### src/rtl/qsys_led_pkg.sv
// Shared constants for the RGB LED PWM controller: register map, ID magic, field positions.
// Latency: n/a (constants and helpers only).
// Backpressure: n/a.
package qsys_led_pkg;

    // Avalon word addresses
    localparam logic [4:0]  ADDR_ID        = 5'd0;
    localparam logic [4:0]  ADDR_CTRL      = 5'd1;
    localparam logic [4:0]  ADDR_PRESC     = 5'd2;
    localparam logic [4:0]  ADDR_BLINK     = 5'd3;
    localparam logic [4:0]  ADDR_DUTY_BASE = 5'd16;

    localparam logic [15:0] ID_MAGIC       = 16'h5A5A;

    // CTRL bit indices
    localparam int CTRL_EN_BIT    = 0;
    localparam int CTRL_INV_BIT   = 1;

    // DUTY_i field offsets
    localparam int DUTY_R_LSB     = 0;
    localparam int DUTY_G_LSB     = 8;
    localparam int DUTY_B_LSB     = 16;
    localparam int DUTY_BLINK_BIT = 24;

    // Word address of DUTY register for group idx
    function automatic logic [4:0] duty_addr(input int idx);
        return ADDR_DUTY_BASE + 5'(idx);
    endfunction

endpackage

### src/rtl/qsys_led_pwm_chan.sv
// One RGB group: pending/shadow duty, PWM comparators, blink gating, registered pin drivers.
// Latency: pins change one clock after i_pwm_cnt / shadow changes; duty writes reach the
//          comparators only at the next period boundary. Backpressure: none, writes always accepted.
// Ports: i_wr_vld/i_wr_dat write this group's DUTY word; i_boundary loads shadow from pending;
//        i_pwm_cnt/i_phase/i_enable/i_invert are shared timing/control; o_rd_dat is the pending
//        value for read-back; o_led_r/g/b are the registered pin levels.
module qsys_led_pwm_chan
    import qsys_led_pkg::*;
#(
    parameter int PWM_BITS = 8
) (
    input  logic                i_clk,
    input  logic                i_rst,
    input  logic                i_wr_vld,
    input  logic [31:0]         i_wr_dat,
    input  logic                i_boundary,
    input  logic [PWM_BITS-1:0] i_pwm_cnt,
    input  logic                i_phase,
    input  logic                i_enable,
    input  logic                i_invert,
    output logic [31:0]         o_rd_dat,
    output logic                o_led_r,
    output logic                o_led_g,
    output logic                o_led_b
);

    logic [PWM_BITS-1:0] r_pend_r, r_pend_g, r_pend_b;
    logic                r_pend_blink;
    logic [PWM_BITS-1:0] r_sh_r, r_sh_g, r_sh_b;
    logic                r_sh_blink;

    logic w_gate;
    logic w_raw_r, w_raw_g, w_raw_b;
    logic w_unused_wr;

    // Only the low PWM_BITS of each field and bit 24 are stored
    assign w_unused_wr = ^i_wr_dat;

    // Blink-enabled groups go dark during the off phase
    assign w_gate  = i_enable & ~(r_sh_blink & ~i_phase);
    assign w_raw_r = w_gate & (i_pwm_cnt < r_sh_r);
    assign w_raw_g = w_gate & (i_pwm_cnt < r_sh_g);
    assign w_raw_b = w_gate & (i_pwm_cnt < r_sh_b);

    always_ff @(posedge i_clk or posedge i_rst) begin
        if (i_rst) begin
            r_pend_r     <= '0;
            r_pend_g     <= '0;
            r_pend_b     <= '0;
            r_pend_blink <= 1'b0;
            r_sh_r       <= '0;
            r_sh_g       <= '0;
            r_sh_b       <= '0;
            r_sh_blink   <= 1'b0;
            o_led_r      <= 1'b0;
            o_led_g      <= 1'b0;
            o_led_b      <= 1'b0;
        end else begin
            if (i_wr_vld) begin
                r_pend_r     <= i_wr_dat[DUTY_R_LSB +: PWM_BITS];
                r_pend_g     <= i_wr_dat[DUTY_G_LSB +: PWM_BITS];
                r_pend_b     <= i_wr_dat[DUTY_B_LSB +: PWM_BITS];
                r_pend_blink <= i_wr_dat[DUTY_BLINK_BIT];
            end
            // Shadow takes the pre-write pending value if a write lands on the boundary
            if (i_boundary) begin
                r_sh_r     <= r_pend_r;
                r_sh_g     <= r_pend_g;
                r_sh_b     <= r_pend_b;
                r_sh_blink <= r_pend_blink;
            end
            o_led_r <= w_raw_r ^ i_invert;
            o_led_g <= w_raw_g ^ i_invert;
            o_led_b <= w_raw_b ^ i_invert;
        end
    end

    always_comb begin
        o_rd_dat                             = '0;
        o_rd_dat[DUTY_R_LSB +: PWM_BITS]     = r_pend_r;
        o_rd_dat[DUTY_G_LSB +: PWM_BITS]     = r_pend_g;
        o_rd_dat[DUTY_B_LSB +: PWM_BITS]     = r_pend_b;
        o_rd_dat[DUTY_BLINK_BIT]             = r_pend_blink;
    end

endmodule

### src/rtl/qsys_led_pwm.sv
// Avalon-MM RGB LED controller: NUM_LEDS groups, shared prescaler, PWM and blink counters.
// Latency: zero-latency combinational reads, writes take effect next clock; pins lag pwm_cnt by 1.
// Backpressure: waitrequest only while reset is asserted; otherwise every access completes at once.
// Ports: csi_MCLK_clk/rsi_MRST_reset clock and async high reset; avs_Ctrl_* Avalon slave;
//        coe_LED_R/G/B pin outputs, bit i = group i.
module qsys_led_pwm
    import qsys_led_pkg::*;
#(
    parameter int NUM_LEDS = 4,
    parameter int PWM_BITS = 8,
    parameter int PRESC_W  = 16
) (
    input  logic                csi_MCLK_clk,
    input  logic                rsi_MRST_reset,
    input  logic [4:0]          avs_Ctrl_address,
    input  logic                avs_Ctrl_read,
    output logic [31:0]         avs_Ctrl_readdata,
    input  logic                avs_Ctrl_write,
    input  logic [31:0]         avs_Ctrl_writedata,
    output logic                avs_Ctrl_waitrequest,
    output logic [NUM_LEDS-1:0] coe_LED_R,
    output logic [NUM_LEDS-1:0] coe_LED_G,
    output logic [NUM_LEDS-1:0] coe_LED_B
);

    logic                r_enable;
    logic                r_invert;
    logic [PRESC_W-1:0]  r_presc;
    logic [15:0]         r_blink;
    logic [PRESC_W-1:0]  r_pcnt;
    logic [PWM_BITS-1:0] r_pwm_cnt;
    logic [15:0]         r_bcnt;
    logic                r_phase;

    logic                w_tick;
    logic                w_boundary;
    logic                w_phase;
    logic [31:0]         w_duty_rd [NUM_LEDS];
    logic                w_unused_rd;

    assign avs_Ctrl_waitrequest = rsi_MRST_reset;
    assign w_unused_rd          = avs_Ctrl_read;

    // Equality compares: a limit lowered below the running count lets it wrap round
    assign w_tick     = r_enable && (r_pcnt == r_presc);
    assign w_boundary = w_tick && (r_pwm_cnt == '1);
    // BLINK=0 forces the on phase regardless of the stored phase bit
    assign w_phase    = (r_blink == 16'd0) ? 1'b1 : r_phase;

    always_ff @(posedge csi_MCLK_clk or posedge rsi_MRST_reset) begin
        if (rsi_MRST_reset) begin
            r_enable  <= 1'b0;
            r_invert  <= 1'b0;
            r_presc   <= '0;
            r_blink   <= '0;
            r_pcnt    <= '0;
            r_pwm_cnt <= '0;
            r_bcnt    <= '0;
            r_phase   <= 1'b0;
        end else begin
            if (avs_Ctrl_write) begin
                case (avs_Ctrl_address)
                    ADDR_CTRL: begin
                        r_enable <= avs_Ctrl_writedata[CTRL_EN_BIT];
                        r_invert <= avs_Ctrl_writedata[CTRL_INV_BIT];
                    end
                    ADDR_PRESC: r_presc <= avs_Ctrl_writedata[PRESC_W-1:0];
                    ADDR_BLINK: r_blink <= avs_Ctrl_writedata[15:0];
                    default: ;
                endcase
            end
            if (r_enable) begin
                r_pcnt <= w_tick ? '0 : r_pcnt + PRESC_W'(1);
            end
            if (w_tick) begin
                r_pwm_cnt <= r_pwm_cnt + PWM_BITS'(1);
            end
            if (w_boundary) begin
                if (r_blink == 16'd0) begin
                    r_bcnt  <= '0;
                    r_phase <= 1'b1;
                end else if (r_bcnt == r_blink - 16'd1) begin
                    r_bcnt  <= '0;
                    r_phase <= ~r_phase;
                end else begin
                    r_bcnt  <= r_bcnt + 16'd1;
                end
            end
        end
    end

    always_comb begin
        avs_Ctrl_readdata = '0;
        case (avs_Ctrl_address)
            ADDR_ID:    avs_Ctrl_readdata = {ID_MAGIC, 8'(PWM_BITS), 8'(NUM_LEDS)};
            ADDR_CTRL: begin
                avs_Ctrl_readdata[CTRL_EN_BIT]  = r_enable;
                avs_Ctrl_readdata[CTRL_INV_BIT] = r_invert;
            end
            ADDR_PRESC: avs_Ctrl_readdata[PRESC_W-1:0] = r_presc;
            ADDR_BLINK: avs_Ctrl_readdata[15:0]        = r_blink;
            default: ;
        endcase
        for (int i = 0; i < NUM_LEDS; i++) begin
            if (avs_Ctrl_address == duty_addr(i)) begin
                avs_Ctrl_readdata = w_duty_rd[i];
            end
        end
    end

    for (genvar gi = 0; gi < NUM_LEDS; gi++) begin : g_chan
        qsys_led_pwm_chan #(
            .PWM_BITS (PWM_BITS)
        ) u_chan (
            .i_clk      (csi_MCLK_clk),
            .i_rst      (rsi_MRST_reset),
            .i_wr_vld   (avs_Ctrl_write && (avs_Ctrl_address == duty_addr(gi))),
            .i_wr_dat   (avs_Ctrl_writedata),
            .i_boundary (w_boundary),
            .i_pwm_cnt  (r_pwm_cnt),
            .i_phase    (w_phase),
            .i_enable   (r_enable),
            .i_invert   (r_invert),
            .o_rd_dat   (w_duty_rd[gi]),
            .o_led_r    (coe_LED_R[gi]),
            .o_led_g    (coe_LED_G[gi]),
            .o_led_b    (coe_LED_B[gi])
        );
    end

endmodule

### config.mk
export PLATFORM = sky130hd
export DESIGN_NAME = qsys_led_pwm
export DESIGN_NICKNAME = d
export VERILOG_FILES = /design/src/rtl/qsys_led_pkg.sv /design/src/rtl/qsys_led_pwm_chan.sv /design/src/rtl/qsys_led_pwm.sv
export SDC_FILE = /design/constraint.sdc
export NUM_CORES = 1
export LEC_CHECK = 0
export ABC_AREA = 0
export ABC_CLOCK_PERIOD_IN_PS = 8700
export BUFFER_PORTS_ARGS = -buffer_cell sky130_fd_sc_hd__buf_2
export CORE_MARGIN = 5
export CORE_UTILIZATION = 50
export CTS_BUF_LIST = sky130_fd_sc_hd__clkbuf_16
export DETAILED_ROUTE_END_ITERATION = 7
export PLACE_DENSITY_LB_ADDON = 0.12
export REMOVE_ABC_BUFFERS = 1
export SYNTH_ARGS = -nofsm -noshare
export SYNTH_HDL_FRONTEND = slang
export SYNTH_SLANG_ARGS = --single-unit
### constraint.sdc
create_clock -name csi_MCLK_clk -period 8.7 [get_ports csi_MCLK_clk]
set_input_delay 0.435 -clock csi_MCLK_clk [delete_from_list [all_inputs] [get_ports csi_MCLK_clk]]
set_output_delay 0.435 -clock csi_MCLK_clk [all_outputs]
set_load 0.02 [all_outputs]
==> flow_summary.yaml <==
run_status:
  status: "finished, final reports clean"
setup_path:
  slowest_delay_ps: 870
  reg2reg_depth: 7
  worst_setup_path_start_kind: "flip-flop"
  endpoint_kind: "flip-flop"
  worstPathRequired_ps: 9100
  cp.depth: 7
  critical_path.top_delay_family: "simple AND/OR/NAND/NOR gates"
  worstPathArrival_ps: 3970
  critPathSlowestCell: "buf_4"
  worstPathCellList: "xor2_1 > nor4_1 > nand2_1 > nor4_4 > and4_4 > buf_4 > o21ai_0"
  cp.buffers_inverters: 1
  path_class: "reg -> reg"
  crit_path_max_fanout: 110
power_and_ir_drop:
  p_sw_share_pct: 29.1
  power_frac_comb_pct: 15.3
  pwr-share-seq_pct: 49.0
  p_int_mw: 2.40
  powerDensity_nw_per_um2: 208
  ir_drop_uv: 155
  clockPowerShare_pct: 35.7
  power_leakage_nw: 7.54
  p_switching_mw: 0.983
placed_design:
  gp_congestion: 0.842
  portBuffers: 74
  place_area_um2: 15400
  dp_hpwl_um: 25400
synthesis:
  ys_top_cells_by_count: "dfrtp_1, nand2_1, o21ai_0"
  yosys_warnings: 0
  ys_ff_latch: 287
  synth_top_area_share_pct: 48.6
  yosys.area.top_type: "dfrtp_1"
  synth-main-ff-cell: "dfrtp_1"
  synthDistinctLibCells: 61
  ys_top_cells_by_area: "dfrtp_1, mux2_2, ha_1"
  syn_inst: 1431
  synth.most_common_cell: "dfrtp_1"
  avgSynthCellArea_um2: 10.3
  synth_edf_count: 0
  syn_area_um2: 14800
  postSynth.asyncResetShare_pct: 100
  seq_area_frac_synth_pct: 48.6
grt:
  antenna_found_initial: 1
  grtUsageTotal_pct: 23.3
  grt_pass1_vias: 10571
  grt_overflow: 0
  grt_pass1_wl_um: 61200
  grt_max_degree: 111
final_layout:
  drive_gt1_share_pct: 19.3
  fill_cells: 2617
  syn_to_final_growth_pct: 10.2
  diodes: 0
  finalNetCount: 1601
  finish.instance_area_um2: 16300
worst_hold_path:
  whs_path_depth: 2
  min_path_type: "in -> reg"
clock_network:
  cts_buffer_depth: 3
  cts_buffers: 31
  cts-root-buf: "clkbuf_16"
  path_clk_slew_ps: 60
  cts_post_setup_buffers_inserted: 0
  clock_latency_ps: 580
  cts_sinks: 287
  h-tree-depth: 1
  cts_tree: "built"
timing:
  period_share_pct: 41.0
  rsz0062_at_grt: "false"
  period_minus_slack_ps: 3570
  fmax_ghz: 0.280
  drv_slew: 0
  fin_hold_ws_ps: 136
  hold_viol: 0
  fin_setup_tns_ps: 0
  setup_violations: 0
  worst_slew_margin_rel_pct: 18.6
  tightest_slew_ps: 1220
  skew_ps: 17.1
die:
  rows: 63
  start_util_pct: 50.3
  io_pins: 86
  dieArea_um2: 33100
  die_y_um: 182
  core_um2: 29400
  die_x_um: 182
drt:
  num_vias: 10582
  viasPerCell: 5.62
  wire_per_inst_um: 20.3
  drtAntennaViolNets: 0
  drtIter0Drc: 662
  drt-total-wl_um: 38300
  dr.pass1.iters: 5
  drc_errors: 0
flow_run:
  maxCapViolCount: 0
-- timing repair --
action,CTS,global route
endpoints found under the hold margin,46,0
gates resized for setup,0,0
hold buffers,1,0
-- through the flow --
| stage | util, % | worst slack [ps] | cells | power [mW] |
|---|---|---|---|---|
| 2_1_floorplan | - | 344 | 1348 | 2.00 |
| 5_1_grt | 55.4 | 4830 | 1884 | 3.54 |
| 4_1_cts | 55.4 | 5190 | 1884 | 3.41 |
| 6_report | 55.4 | 5130 | 1884 | 3.38 |
| 3_3_place_gp | 52.3 | 5230 | 1828 | 2.18 |
| 3_5_place_dp | 52.3 | 5210 | 1828 | 2.19 |
-- path summary, 6_finish.rpt --
path | end | from | slack [ps]
max | g_chan[3].u_chan.r_sh_r[7] | r_pcnt[5] | 5130
min | g_chan[0].u_chan.r_pend_b[2] | avs_Ctrl_writedata[18] | 140
max reg2reg | g_chan[3].u_chan.r_sh_r[7] | r_pcnt[5] | 5130
min in group asynchronous | g_chan[3].u_chan.o_led_b | rsi_MRST_reset | 500
min reg2reg | g_chan[2].u_chan.r_sh_b[0] | g_chan[2].u_chan.r_sh_b[0] | 470
max in group asynchronous | r_pcnt[9] | rsi_MRST_reset | 5960
-- state kept, by name, indices dropped and copies added (netlist names), 32 cells and up --
name / cells
g_chan.u_chan.r_sh_b: 32
g_chan.u_chan.r_pend_b: 32
g_chan.u_chan.r_sh_g: 32
g_chan.u_chan.r_pend_g: 32
g_chan.u_chan.r_sh_r: 32
g_chan.u_chan.r_pend_r: 32
-- per-layer routing --
layer  vias to the layer above  wire (µm)  GRT usage, %
met2                       279      16500          34.5
met1                      5236      18600          35.6
met3                        55       2410          4.41
li1                       5010          -             -
met5                         -         13             0
met4                         2        759          5.58
-- cells by family after synthesis --
group / Yosys count / synth area share [%]
mux: 139 / 10.7
compound gates: 256 / 10.3
other cells: 1 / 0.0254
fa+ha+maj: 88 / 7.45
simple gates: 398 / 12.7
flops: 287 / 48.6
buf+inv: 179 / 5.30
xor+xnor: 83 / 4.92
-- final cells by class --
class / instances / area (µm²) / share of cell area [%]
clock buffer: 31 / 776 / 4.76
clock inverter: 24 / 140 / 0.860
inverter: 94 / 360 / 2.21
multi-input combinational: 967 / 6840 / 42.0
sequential: 287 / 7180 / 44.1
tap: 390 / 488 / 3.00
timing repair buffer: 91 / 500 / 3.07
-- cells in the final DEF, fill, tap and decap left out, types with 8 or more instances in the layout --
cell type / Yosys / routed
ha_1: 88 / 88
nand2b_1: 17 / 17
nor4_1: 8 / 8
clkinv_1: 0 / 11
inv_1: 94 / 98
a21oi_1: 34 / 34
dfrtp_1: 287 / 287
xor2_1: 40 / 40
nor3_1: 27 / 26
nor2_1: 82 / 79
and3_1: 10 / 10
nand2_1: 173 / 173
a22oi_1: 36 / 36
nand3_1: 18 / 18
clkbuf_16: 0 / 31
a31oi_1: 9 / 9
o21ai_0: 136 / 136
nor2b_1: 14 / 14
buf_2: 16 / 74
nand4_1: 21 / 21
mux2_2: 135 / 135
xnor2_1: 43 / 43
buf_4: 20 / 16
-- power groups by stage --
stage / registers (mW) / logic, mW / clock network, mW
finish: 1.66 / 0.518 / 1.21
global route: 1.68 / 0.573 / 1.29
CTS: 1.65 / 0.519 / 1.23
detailed placement: 1.68 / 0.515 / 0
global placement: 1.67 / 0.504 / 0
floorplan: 1.64 / 0.364 / 0
-- worst reg2reg max path: stages, from the launching register on --
cell     delay, ps
dfrtp_1        450
xor2_1         210
nor4_1         290
nand2_1        140
nor4_4         270
and4_4         860
buf_4          890
o21ai_0        300
Power figures use the tool's default switching activity.
